### config.mk
export PLATFORM = sky130hd
export DESIGN_NAME = bcd_counter_2digit
export DESIGN_NICKNAME = d
export VERILOG_FILES = /design/src/rtl/bcd_counter_2digit.sv
export SDC_FILE = /design/constraint.sdc
export NUM_CORES = 1
export LEC_CHECK = 0
export ABC_AREA = 1
export BUFFER_PORTS_ARGS = -buffer_cell sky130_fd_sc_hd__buf_2
export CAP_MARGIN = 30
export CORE_MARGIN = 10
export CORE_UTILIZATION = 50
export CTS_CLUSTER_DIAMETER = 200
export DETAILED_ROUTE_END_ITERATION = 7
export PLACE_DENSITY = 0.73
export SLEW_MARGIN = 15
export SYNTH_ARGS = -nofsm -noshare
export SYNTH_HDL_FRONTEND = slang
export SYNTH_SLANG_ARGS = --single-unit
### constraint.sdc
create_clock -name i_clk -period 2.3 [get_ports i_clk]
set_clock_uncertainty 0.05 [all_clocks]
set_input_delay 0.69 -clock i_clk [delete_from_list [all_inputs] [get_ports i_clk]]
set_output_delay 0.69 -clock i_clk [all_outputs]
set_load 0.005 [all_outputs]
### src/rtl/bcd_counter_2digit.sv
// Two-digit BCD up/down counter with enable-gated prescaler, synchronous load,
// and a free-running digit multiplexer feeding a seven-segment decoder.
module bcd_counter_2digit #(
  parameter int PRESCALE = 10000,
  parameter int MUX_BITS = 8
) (
  input  logic       i_clk,
  input  logic       i_rst,
  input  logic       i_en,
  input  logic       i_up,
  input  logic       i_load,
  input  logic [7:0] i_load_val,
  output logic [3:0] o_ones,
  output logic [3:0] o_tens,
  output logic [3:0] o_bcd,
  output logic       o_digit_sel,
  output logic       o_tick,
  output logic       o_wrap
);

  localparam logic [15:0]         PS_LAST = 16'(PRESCALE - 1);
  localparam logic [MUX_BITS-1:0] MUX_ONE = MUX_BITS'(1);

  logic [3:0]          ones_q, ones_d;
  logic [3:0]          tens_q, tens_d;
  logic [15:0]         ps_q, ps_d;
  logic [MUX_BITS-1:0] mux_q, mux_d;
  logic                tick_q, tick_d;
  logic                wrap_q, wrap_d;
  logic                step_s;

  // Out-of-range BCD nibbles collapse to 0 so digits stay legal.
  function automatic logic [3:0] bcd_clean(input logic [3:0] n);
    if (n > 4'd9) begin
      return 4'd0;
    end else begin
      return n;
    end
  endfunction

  // Next-state: load beats step; prescaler only moves while enabled.
  always_comb begin
    ones_d = ones_q;
    tens_d = tens_q;
    ps_d   = ps_q;
    tick_d = 1'b0;
    wrap_d = 1'b0;
    mux_d  = mux_q + MUX_ONE;
    step_s = i_en && (ps_q == PS_LAST);
    if (i_load) begin
      ones_d = bcd_clean(i_load_val[3:0]);
      tens_d = bcd_clean(i_load_val[7:4]);
      ps_d   = 16'd0;
    end else if (step_s) begin
      ps_d   = 16'd0;
      tick_d = 1'b1;
      if (i_up) begin
        if (ones_q == 4'd9) begin
          ones_d = 4'd0;
          if (tens_q == 4'd9) begin
            tens_d = 4'd0;
            wrap_d = 1'b1;
          end else begin
            tens_d = tens_q + 4'd1;
          end
        end else begin
          ones_d = ones_q + 4'd1;
        end
      end else begin
        if (ones_q == 4'd0) begin
          ones_d = 4'd9;
          if (tens_q == 4'd0) begin
            tens_d = 4'd9;
            wrap_d = 1'b1;
          end else begin
            tens_d = tens_q - 4'd1;
          end
        end else begin
          ones_d = ones_q - 4'd1;
        end
      end
    end else if (i_en) begin
      ps_d = ps_q + 16'd1;
    end else begin
      ps_d = ps_q;
    end
  end

  // State registers.
  always_ff @(posedge i_clk or posedge i_rst) begin
    if (i_rst) begin
      ones_q <= 4'd0;
      tens_q <= 4'd0;
      ps_q   <= 16'd0;
      mux_q  <= '0;
      tick_q <= 1'b0;
      wrap_q <= 1'b0;
    end else begin
      ones_q <= ones_d;
      tens_q <= tens_d;
      ps_q   <= ps_d;
      mux_q  <= mux_d;
      tick_q <= tick_d;
      wrap_q <= wrap_d;
    end
  end

  // Outputs come only from registers; o_bcd is a mux of registered values.
  assign o_ones      = ones_q;
  assign o_tens      = tens_q;
  assign o_digit_sel = mux_q[MUX_BITS-1];
  assign o_bcd       = o_digit_sel ? tens_q : ones_q;
  assign o_tick      = tick_q;
  assign o_wrap      = wrap_q;

endmodule

==> impl_metrics.tcl <==
set metrics [dict create \
    status "finished, final reports clean" \
    worst_ep_required_time_ns 1.56 \
    hold_buffers 0 \
    clkTransAtPathRegs_ns 0.07 \
    cts_buffer_depth 2 \
    p_int_uw 1140 \
    seqCellArea_sq_um 851 \
    p_switching_uw 405 \
    cp-end-kind "primary output" \
    min_from "mux_q[6]$_DFF_PP0_" \
    grt_max_degree 35 \
    avgSynthCellArea_sq_um 7.21 \
    ioPinCount 28 \
    syn_to_final_growth_pct 13.4 \
    synthCells 302 \
    power_leakage_uw 0.00126 \
    grt_pass1_vias 1789 \
    tightest_slew_ns 0.424 \
    ys_seq_elements 34 \
    die_h_microns 86.0 \
    pwr-share-comb 0.147 \
    syn_area_sq_mm 0.00218 \
    firstDrtPassIters 5 \
    drt-initial-drc-count 120 \
    coreArea_sq_mm 0.00412 \
    globalplace.congestion 0.863 \
    timing.fmax_ghz 0.515 \
    insertion_delay_ns 0.28 \
    synth_area_leaders "dfrtp_1, nand2_1, nand3_1" \
    grt_pass1_wl_mm 8.07 \
    grt_usage 0.129 \
    netlist.area_leader.share 0.391 \
    arrival_ns 1.20 \
    pre_cts_ws_ns 0.424 \
    drive_gt1_frac 0.198 \
    yosysTopAreaCell "dfrtp_1" \
    placed_cells 371 \
    multi_input_comb_area_sq_mm 0.00114 \
    critPathLaunch "o_ones[3]$_DFFE_PP0P_" \
    power.share.switching 0.262 \
    vdd_drop_max_mv 0.389 \
    period_minus_slack_ns 1.94 \
    port_buffers 27 \
    cts_root_buf "clkbuf_8" \
    drt-total-wl_mm 4.65 \
    gr-total-overflow 0 \
    synth_nets 317 \
    slew_headroom 0.717 \
    start_util 0.529 \
    layout.cells.non_filler 379 \
    fin_util 0.600 \
    antenna_found_initial 0 \
    power_density_mw_per_mm2 625 \
    synth.distinct_cells 31 \
    rsz0062_at_grt "no" \
    drv_slew 0 \
    vias 1960 \
    cts_tree "yes" \
    critPathLaunchType "flop" \
    fin_crit_sh 0.845 \
    dp_hpwl_mm 3.57 \
    postCtsSetupBuffers 0 \
    n_fill_cell 393 \
    crit_fanout 7 \
    fp-row-count 23 \
    antennaDiodeCount 0 \
    final_net_count 343 \
    h-tree-depth 2 \
    finalSetupViolCount 0 \
    vias_per_cell 5.17 \
    yosysWarnings 0 \
    setup-tns-final_ns 0 \
    worst_slack_ns 0.357 \
    clkSinkCount 34 \
    hold_viol 0 \
    r2r-start "ps_q[0]$_DFFE_PP0P_" \
    die_area_sq_mm 0.00739 \
    cts_buffers 5 \
    fp.dieW_microns 86.0 \
    maxCapViolations 0 \
    cts_resized 0 \
    path_class "flop to primary output" \
    avgRoutedWirePerCell_microns 12.3 \
    holdWs_ns 0.421 \
    clkPwrFrac 0.424 \
    detail-route-antenna-nets 0 \
    sequentialPowerShare 0.429 \
    ys_seq_area_frac 0.391 \
    drc 0 \
    hold_path.class "flop to flop" \
]
[worst paths after layout]
path,slack [ns],endpoint,cells after the start
min reg2reg,0.42,mux_q[6]$_DFF_PP0_,1
max,0.36,o_bcd[3],3
max in group asynchronous,1.46,ps_q[3]$_DFFE_PP0P_,3
min in group asynchronous,0.44,mux_q[2]$_DFF_PP0_,3
min,0.42,mux_q[6]$_DFF_PP0_,1
max reg2reg,0.77,ps_q[2]$_DFFE_PP0P_,8
[state kept, by name (all words and copies together) (netlist names)]
| signal | flops |
|---|---|
| o_tick | 1 |
| ps_q | 16 |
| mux_q | 8 |
| o_ones | 4 |
| o_wrap | 1 |
| o_tens | 4 |
[power groups by stage]
stage	Sequential, uW	Clock, uW	Combinational (uW)
finish	662	654	227
global route	668	698	263
CTS	661	669	231
detailed placement	673	0	230
global placement	673	0	229
floorplan	652	0	179
[layer usage]
metal  routed length [microns]  share of wire  global-route usage
met1                      2180           0.47               0.172
met2                      2020           0.43               0.192
met3                       416          0.089              0.0454
met4                        31         0.0067              0.0359
met5                         0              0                   0
[metrics by stage]
stage / cell area, sq um / power, uW
2_1_floorplan: 2180 / 831
3_3_place_gp: 2330 / 901
3_5_place_dp: 2330 / 903
4_1_cts: 2470 / 1560
5_1_grt: 2470 / 1630
6_report: 2470 / 1540
[worst max-delay path, cell delays in order (launching register included)]
cell	delay (ns)
dfrtp_1	0.47
inv_1	0.12
o21ai_0	0.19
buf_2	0.15
[layout make-up]
cell class	instances	area share
well taps	50	0.0253
repair buffers	28	0.0578
clock buffers	5	0.0279
clock inverters	3	0.0279
multi-input cells	224	0.463
flip-flops and latches	34	0.345
inverters	35	0.0532
[synthesized netlist by cell type (all sizes together)]
| library cell | count |
|---|---|
| a21oi | 7 |
| buf | 6 |
| clkbuf | 3 |
| clkinv | 1 |
| dfrtp | 34 |
| ha | 2 |
| inv | 34 |
| nand2 | 93 |
| nand3 | 39 |
| nand3b | 1 |
| nand4 | 8 |
| nor2 | 37 |
| nor3 | 5 |
| nor3b | 2 |
| o21ai | 16 |
| o22ai | 1 |
| or2 | 1 |
| xnor2 | 5 |
| xor2 | 7 |
[kinds of logic (layout without fill, tap and decap cells)]
logic type	count (synthesis)	after routing	synth area share
AO/OA/AOI/OAI	24	24	0.0557
XOR/XNOR	12	12	0.0483
adder cells (fa/ha/maj)	2	2	0.0115
buffers and inverters	44	71	0.0839
flip-flops	34	34	0.391
AND/OR/NAND/NOR	186	186	0.410
[placed cells by master, fill, tap and decap left out, drive strengths merged]
| cell type | instances |
|---|---|
| a21oi | 7 |
| nand2 | 93 |
| nor2 | 37 |
| nand3 | 39 |
| dfrtp | 34 |
| bufinv | 2 |
| clkbuf | 5 |
| xnor2 | 5 |
| o21ai | 16 |
| inv | 34 |
| nand3b | 1 |
| clkinv | 2 |
| o22ai | 1 |
| xor2 | 7 |
| buf | 28 |
| ha | 2 |
| or2 | 1 |
| nor3b | 2 |
| nand4 | 8 |
| nor3 | 5 |
(Power assumes the default switching activity.)
